`src/rtl/pc_pkg.sv`:
```
// Shared types and helpers for the program-counter unit.
package pc_pkg;

  typedef enum logic [2:0] {
    SRC_SEQ,
    SRC_BR,
    SRC_J,
    SRC_JR,
    SRC_RAS,
    SRC_ERET,
    SRC_EXC
  } pc_src_e;

  localparam int unsigned JIDX_W = 26;
  localparam int unsigned IMM_W  = 32;

  // Sequential increment for the chosen fetch addressing.
  function automatic int unsigned pc_inc(input bit byte_addr);
    return byte_addr ? 4 : 1;
  endfunction

  // Left shift turning an instruction count into an address offset.
  function automatic int unsigned pc_shift(input bit byte_addr);
    return byte_addr ? 2 : 0;
  endfunction

endpackage

```
`src/rtl/pc_ras.sv`:
```
// Return-address stack: circular buffer that overwrites its oldest entry when full.
module pc_ras
  import pc_pkg::*;
#(
  parameter int unsigned RAS_DEPTH = 4,
  parameter int unsigned ADDR_W    = 32
) (
  input  logic              clk,
  input  logic              reset,
  input  logic              push,
  input  logic              pop,
  input  logic [ADDR_W-1:0] push_data,
  output logic [ADDR_W-1:0] top,
  output logic              empty,
  output logic              ovf
);

  localparam int unsigned PTR_W = $clog2(RAS_DEPTH);
  localparam int unsigned CNT_W = PTR_W + 1;
  localparam logic [CNT_W-1:0] FULL = CNT_W'(RAS_DEPTH);

  logic [ADDR_W-1:0] mem [RAS_DEPTH];
  logic [PTR_W-1:0]  ptr;
  logic [PTR_W-1:0]  ptr_inc;
  logic [CNT_W-1:0]  cnt;
  logic              do_pop;

  assign empty   = (cnt == '0);
  assign top     = mem[ptr];
  assign ptr_inc = ptr + 1'b1;
  assign do_pop  = pop & ~empty;

  // Pop-then-push collapses to replacing the top entry in place.
  always_ff @(posedge clk or negedge reset) begin
    if (!reset) begin
      ptr <= '0;
      cnt <= '0;
      ovf <= 1'b0;
      for (int unsigned i = 0; i < RAS_DEPTH; i++) mem[PTR_W'(i)] <= '0;
    end else if (do_pop && push) begin
      mem[ptr] <= push_data;
    end else if (do_pop) begin
      ptr <= ptr - 1'b1;
      cnt <= cnt - 1'b1;
    end else if (push) begin
      ptr          <= ptr_inc;
      mem[ptr_inc] <= push_data;
      if (cnt == FULL) ovf <= 1'b1;
      else             cnt <= cnt + 1'b1;
    end
  end

endmodule

```
`src/rtl/pc_unit.sv`:
```
// Program counter with branch/jump/jr targets, return-address stack and exception vectoring.
module pc_unit
  import pc_pkg::*;
#(
  parameter int unsigned       ADDR_W    = 32,
  parameter bit                BYTE_ADDR = 1'b1,
  parameter logic [ADDR_W-1:0] RESET_VEC = '0,
  parameter logic [ADDR_W-1:0] EXC_VEC   = ADDR_W'(32'h80),
  parameter int unsigned       RAS_DEPTH = 4
) (
  input  logic              clk,
  input  logic              reset,
  input  logic              stall,
  input  logic              branch,
  input  logic              branch_ne,
  input  logic              zero_flag,
  input  logic [IMM_W-1:0]  imm_ext,
  input  logic              jump,
  input  logic [JIDX_W-1:0] jump_idx,
  input  logic              jr,
  input  logic [ADDR_W-1:0] jr_target,
  input  logic              call,
  input  logic              ret,
  input  logic              exception,
  input  logic              eret,
  output logic [ADDR_W-1:0] pc,
  output logic [ADDR_W-1:0] pc_nxt,
  output logic [ADDR_W-1:0] epc,
  output logic              ras_miss,
  output logic              ras_ovf,
  output logic              misaligned
);

  localparam int unsigned       INC     = pc_inc(BYTE_ADDR);
  localparam int unsigned       SH      = pc_shift(BYTE_ADDR);
  localparam logic [ADDR_W-1:0] LO_MASK = ~({ADDR_W{1'b1}} << SH);
  localparam logic [ADDR_W-1:0] HI_MASK = {ADDR_W{1'b1}} << (JIDX_W + SH);

  logic [ADDR_W-1:0] seq;
  logic [ADDR_W-1:0] imm_w;
  logic [ADDR_W-1:0] br_tgt;
  logic [ADDR_W-1:0] j_tgt;
  logic [ADDR_W-1:0] jr_tgt;
  logic [ADDR_W-1:0] ras_top;
  logic              ras_empty;
  logic              br_taken;
  logic              ras_push;
  logic              ras_pop;
  pc_src_e           src;

  assign seq        = pc + ADDR_W'(INC);
  assign imm_w      = ADDR_W'($signed(imm_ext));
  assign br_tgt     = seq + (imm_w << SH);
  assign j_tgt      = (seq & HI_MASK) | (ADDR_W'(jump_idx) << SH);
  assign jr_tgt     = jr_target & ~LO_MASK;
  assign misaligned = |(jr_target & LO_MASK);
  assign br_taken   = branch & (zero_flag ^ branch_ne);

  // Redirect source, highest priority first.
  always_comb begin
    src = SRC_SEQ;
    if (exception)     src = SRC_EXC;
    else if (eret)     src = SRC_ERET;
    else if (ret)      src = SRC_RAS;
    else if (jr)       src = SRC_JR;
    else if (jump)     src = SRC_J;
    else if (br_taken) src = SRC_BR;
  end

  // Stall freezes the PC unless a trap forces the vector.
  always_comb begin
    pc_nxt   = seq;
    ras_miss = 1'b0;
    if (stall && !exception) begin
      pc_nxt = pc;
    end else begin
      case (src)
        SRC_EXC:  pc_nxt = EXC_VEC;
        SRC_ERET: pc_nxt = epc;
        SRC_RAS: begin
          ras_miss = ras_empty;
          pc_nxt   = ras_empty ? jr_tgt : ras_top;
        end
        SRC_JR:   pc_nxt = jr_tgt;
        SRC_J:    pc_nxt = j_tgt;
        SRC_BR:   pc_nxt = br_tgt;
        default:  pc_nxt = seq;
      endcase
    end
  end

  // Stack traffic only for a taken call/return; traps and stalls leave it untouched.
  assign ras_pop  = ~stall & (src == SRC_RAS);
  assign ras_push = ~stall & call & (jump | jr) &
                    ((src == SRC_J) | (src == SRC_JR) | (src == SRC_RAS));

  always_ff @(posedge clk or negedge reset) begin
    if (!reset) begin
      pc  <= RESET_VEC;
      epc <= '0;
    end else begin
      pc <= pc_nxt;
      if (exception) epc <= pc;
    end
  end

  pc_ras #(
    .RAS_DEPTH (RAS_DEPTH),
    .ADDR_W    (ADDR_W)
  ) u_ras (
    .clk       (clk),
    .reset     (reset),
    .push      (ras_push),
    .pop       (ras_pop),
    .push_data (seq),
    .top       (ras_top),
    .empty     (ras_empty),
    .ovf       (ras_ovf)
  );

endmodule

```
`config.mk`:
```
export PLATFORM = sky130hd
export DESIGN_NAME = pc_unit
export DESIGN_NICKNAME = d
export VERILOG_FILES = /design/src/rtl/pc_pkg.sv /design/src/rtl/pc_ras.sv /design/src/rtl/pc_unit.sv
export SDC_FILE = /design/constraint.sdc
export NUM_CORES = 1
export LEC_CHECK = 0
export ABC_AREA = 1
export CAP_MARGIN = 0
export CORE_ASPECT_RATIO = 0.5
export CORE_MARGIN = 1
export CORE_UTILIZATION = 45
export CTS_BUF_LIST = sky130_fd_sc_hd__clkbuf_4 sky130_fd_sc_hd__clkbuf_8
export DETAILED_ROUTE_END_ITERATION = 10
export GPL_TIMING_DRIVEN = 1
export MAX_ROUTING_LAYER = met4
export PLACE_DENSITY = 0.69
export SYNTH_ARGS = -nofsm -noshare
export SYNTH_HDL_FRONTEND = slang
export SYNTH_SLANG_ARGS = --single-unit
```
`constraint.sdc`:
```
create_clock -name clk -period 7.3 [get_ports clk]
set_input_delay 1.46 -clock clk [delete_from_list [all_inputs] [get_ports clk]]
set_output_delay 1.46 -clock clk [all_outputs]
set_load 0.05 [all_outputs]
```
# After elaboration in Yosys (flattened, before gate mapping)
# Index checks and enable logic that the tools add are counted.
# word_totals
register_bits	198
inputBits	102
wordCells	86
# op_classes
addsub	6
magnitude_cmp	4
eq_ne	9
mux	28
bitwise_logic	17
reduce_logical	13
# ops
cell	count
128-bit 2-to-1 mux	3
128-bit bitwise mux	2
32-bit 2-to-1 mux	6
32-bit case mux with 6 select lines	1
32-bit demux with 2-bit select	2
32-bit binary-select mux with 2-bit select	1
32-bit by 3-bit adder with 32-bit output (second input constant)	1
32-bit adder	1
32-bit by 28-bit bitwise OR with 32-bit output	1
3-bit 2-to-1 mux	6
3-bit equality test (second input constant)	4
2-bit 2-to-1 mux	4
1-bit bitwise AND	6
3-bit by 2-bit equality test with 1-bit output (second input constant)	2
3-bit greater-or-equal comparator (second input constant)	2
3-bit by 1-bit < comparator with 1-bit output (second input constant)	2
2-bit inverter with 3-bit output	2
1-bit logical AND	4
1-bit inverter	4
2-bit AND reduction	2
4-bit AND reduction	1
2-bit nonzero test	2
3-bit by 1-bit adder with 3-bit output (second input constant)	1
3-bit by 1-bit equality test with 1-bit output (second input constant)	1
other kinds (12)	16

# Logic depth before layout (Yosys ltp)
# logic_depth
depth_word	15
mapped_depth	23
depth_no_buf	23

# By module
# A second synthesis with hierarchy kept.
# hier_totals
cells_unflattened	2041
hier_area_um2	14315.0
# by_module_without_submodules
module	instances	cells_per_inst	area_per_inst_um2
pc_unit	1	1284	7455.9
pc_ras	1	757	6859.1

# Worst setup path after synthesis
# Ideal clock, no wire load.
# synth_timing
path_kind	input -> output
from	input port imm_ext[0]
to	output port pc_nxt[12]
arrival_ps	3519
required_ps	5840
slack_ps	2321
stages	14
n_path_buf	0
cell_sequence	ha_1 > inv_1 > fa_1 > inv_1 > nand3_1 > nand2_1 > nand2_1 > nand2_1 > nand2_1 > nand3b_1 > nand3_1 > nand3_1 > nor2_1 > o21ai_1
# synth_via
elab_chain_len	3
# synth_lines
element	line_no	text
start: declaration	pc_unit.sv:17	input logic [IMM_W-1:0] imm_ext,
32-bit adder	pc_unit.sv:53	assign br_tgt = seq + (imm_w << SH);
32-bit case mux with 6 select lines	pc_unit.sv:77	case (src)
32-bit 2-to-1 mux	pc_unit.sv:74	if (stall && !exception) begin
end: declaration	pc_unit.sv:27	output logic [ADDR_W-1:0] pc_nxt,
# Every way passes these cells.

# Worst setup path in the final report
# layout_timing
from	register pc[2]
to	output port pc_nxt[27]
# layout_via
elab_chain_len	4
# layout_lines
element	line_no	text
start: declaration	pc_unit.sv:26	output logic [ADDR_W-1:0] pc,
start signal: assignment	pc_unit.sv:102	pc <= pc_nxt;
32-bit by 3-bit adder with 32-bit output (*)	pc_unit.sv:51	assign seq = pc + ADDR_W'(INC);
32-bit adder	pc_unit.sv:53	
32-bit case mux with 6 select lines (*)	pc_unit.sv:77	
32-bit 2-to-1 mux (*)	pc_unit.sv:74	
# Mark *: on every way between the ends. The rest lies on a longest branch, timed or not.

==> summary.md <==
| Metric | Value |
|---|---|
| Buffers added on ports | `198` |
| Mapped Area | `~13000 um2` |
| Final-report hold violation count | `0` |
| RSZ-0062 raised after global routing | `no` |
| CP Max Fanout | `11` |
| Most common cell after layout, fill and taps aside | `nand2_1` |
| Final core utilization | `0.559` |
| PostCTS Resize Cnt | `0` |
| Layout area overhead | `20.2%` |
| Residual DRC | `0` |
| Share of layout cells above drive strength 1 | `0.0569` |
| Grt total ovfl | `0` |
| Setup_tns | `0 ns` |
| CTS Root Cell | `clkbuf_8` |
| Ys async rst share | `1.00` |
| Post-synthesis sequential area ratio | `0.379` |
| Largest net degree at the start of global routing | `82` |
| Core Box Area | `28100 um2` |
| Slew headroom | `0.294` |
| Post-synth top flop | `dfrtp_1` |
| Pwr Total | `5100 uW` |
| Worst-Margin Slew | `1.06 ns` |
| WS Path Type | `register to primary output` |
| Vias | `between 10000 and 15000` |
| #FFs+latches synth | `approximately 200` |
| # setup viols final | `0` |
| Crit path time final | `between 6 and 7 ns` |
| Number of DRC markers in iteration 0 | `~1500` |
| First-pass GRT wire length | `around 70000 um` |
| Die area | `just under 30000 um2` |
| Vias per inst | `about 5.4` |
| Critical path's largest stage delay | `0.87 ns` |
| Largest family of logic cells by synthesized area | `simple AND/OR/NAND/NOR gates` |
| Setup ws final | `between 0.5 and 0.6 ns` |
| XOR/XNOR Fraction of Synth Area | `0.0244` |
| Hold path cells | `2` |
| Clock skew | `approximately 0.017 ns` |
| CTS Buf Count | `17` |
| Simple-gate area share of the yosys netlist | `0.320` |
| Data arrival time of the critical path | `approximately 5.3 ns` |
| GP Congestion | `1.04` |
| Multiplexer area fraction after synthesis | `0` |
| Mean Syn Cell Area | `~6.9 um2` |
| Most numerous cell on the critical path | `nand2_1` |
| Clk sinks | `a little under 200` |
| Antenna violations before repair | `1` |
| Worst reg2reg path depth | `16` |
| Required time of the critical path | `5.84 ns` |
| DPL Wire Length | `roughly 35000 um` |
| CTS tree | `built` |
| Clk_lat worst skew | `~0.52 ns` |
| Max Clk Rate | `0.148 GHz` |
| Ports | `201` |
| Post-Place Worst Slack | `approximately 0.93 ns` |
| Ys Warns | `0` |
| Yosys cell types | `53` |
| Post-synth EDFFs | `0` |
| Worst setup EP type | `primary output` |
| Power Density | `about 320 nW/um2` |
| Worst hold slack | `just under 0.5 ns` |
| Longest Clk Path Bufs | `2` |
| Die W | `about 240 um` |
| # hold bufs at CTS | `0` |
| Adder-cell share of the synthesized area | `0.0442` |
| Antenna-violating nets left | `0` |
| Rows | `43` |
| Fill cells | `approximately 2800` |
| Crit-path slowest cell | `clkdlybuf4s50_1` |
| Worst min-delay path category | `register to register` |
| Outcome | `complete, no violations` |
| Final Routed Wirelength | `~47000 um` |
| Post-synthesis compound-gate area fraction | `0.149` |
| Multi-input logic area | `around 7000 um2` |
| Max_cap viols | `0` |
| Net Count, Synth | `2046` |
| Setup Buffers After CTS | `0` |
| Pre-Repair DR Iteration Count | `6` |
| H-tree depth | `4` |
| Vert. Die Dim | `between 100 and 150 um` |
| Vias in the first global route | `between 10000 and 15000` |
| Drt wl/cell | `19.1 um` |
| Gr usage total | `0.326` |
| Crit-path cells | `ha_1 > inv_1 > nor2_2 > nand3_2 > nor2_4 > nand2_2 > nor2_4 > xor2_2 > inv_1 > ha_1 > nand2_1 > nor2_1 > inv_1 > nor3_1 > nand2_1 > nand3_1 > nand3_1 > nand3_1 > nand2_1 > nand2_1 > clkdlybuf4s50_1` |
| Critical path startpoint category | `register` |
| Storage element area | `slightly below 5000 um2` |
| Reg clk slew, reported paths | `0.11 ns` |
| Mapped Cells | `1899` |
| Most frequent cells in the layout | `nand2_1, dfrtp_1, clkdlybuf4s50_1` |
| Starting density of the core | `0.465` |
| Leak pwr | `between 0.007 and 0.008 uW` |
| Maximum vdd drop | `~0.00016 V` |
| Nets | `about 2200` |
| Period utilisation layout | `0.926` |
| Final count of pins violating max slew | `0` |
flip-flops by register name, summed over array words and instances (netlist names):
signal	count
u_ras.ovf	1
pc	32
u_ras.cnt	3
u_ras.mem	128
u_ras.ptr	2
epc	32
where the power goes:
| part | internal [uW] | switching, uW | total, uW |
|---|---|---|---|
| Combinational | 819 | 1840 | 2660 |
| Clock | 299 | 450 | 750 |
| Sequential | 1440 | 256 | 1690 |
| Total | 2550 | 2550 | 5100 |
critical path, delay by kind of cell, from the launching register on:
| kind | cells | cell delay (ns) |
|---|---|---|
| xor gates and xnor gates | 1 | 0.49 |
| adders and majority gates | 2 | 0.67 |
| buffers and inverters | 4 | 1.13 |
| DFF | 1 | 0.69 |
| and+or+nand+nor | 14 | 1.78 |
through the flow:
stage          instance area, um2  cells
3_3_place_gp                15300   2423
5_1_grt                     15700   2456
6_report                    15700   2456
3_5_place_dp                15300   2423
2_1_floorplan               13100   1899
4_1_cts                     15700   2455
area by class of cell:
type,count,area share
diodes,1,0.000159
clock buffers,19,0.0166
clock inverters,13,0.00875
inverters,190,0.0454
multi-input cells,1435,0.448
flip-flops and latches,198,0.315
well taps,382,0.0304
repair buffers,218,0.136
cell families (layout without fill, tap and decap cells):
| family | count (synthesis) | in the layout |
|---|---|---|
| buf+inv | 266 | 440 |
| fa+ha+maj | 45 | 45 |
| simple gates | 999 | 999 |
| compound gates | 358 | 358 |
| xor+xnor | 33 | 33 |
| other cells | 0 | 1 |
| flops | 198 | 198 |
Yosys cell counts (21+ instances only):
cell | count | share of area
nand4_1 | 25 | 0.012
dfrtp_1 | 198 | 0.38
a21oi_1 | 93 | 0.036
nand2_1 | 667 | 0.19
ha_1 | 43 | 0.041
clkbuf_1 | 37 | 0.011
xor2_1 | 21 | 0.014
nand3_1 | 90 | 0.034
o21ai_1 | 25 | 0.0096
nor2_1 | 149 | 0.043
o21ai_0 | 191 | 0.073
inv_1 | 178 | 0.051
worst paths after layout:
kind,start,end,slack (ns)
max in group asynchronous,reset,u_ras.ptr[0],5.03
min in group asynchronous,reset,pc[4],0.90
setup / recovery,pc[2],pc_nxt[27],0.54
hold / removal,u_ras.mem[126],u_ras.mem[126],0.49
hold reg to reg,u_ras.mem[126],u_ras.mem[126],0.49
setup reg to reg,pc[2],pc[10],3.14
layer usage:
| layer | up-vias | track usage | part of all wire |
|---|---|---|---|
| li1 | 6425 | - | - |
| met1 | 6221 | 0.478 | 0.47 |
| met2 | 500 | 0.451 | 0.41 |
| met3 | 69 | 0.0625 | 0.089 |
| met4 | 0 | 0.0928 | 0.026 |
| met5 | - | - | 0 |
Power figures use the tool's default switching activity.
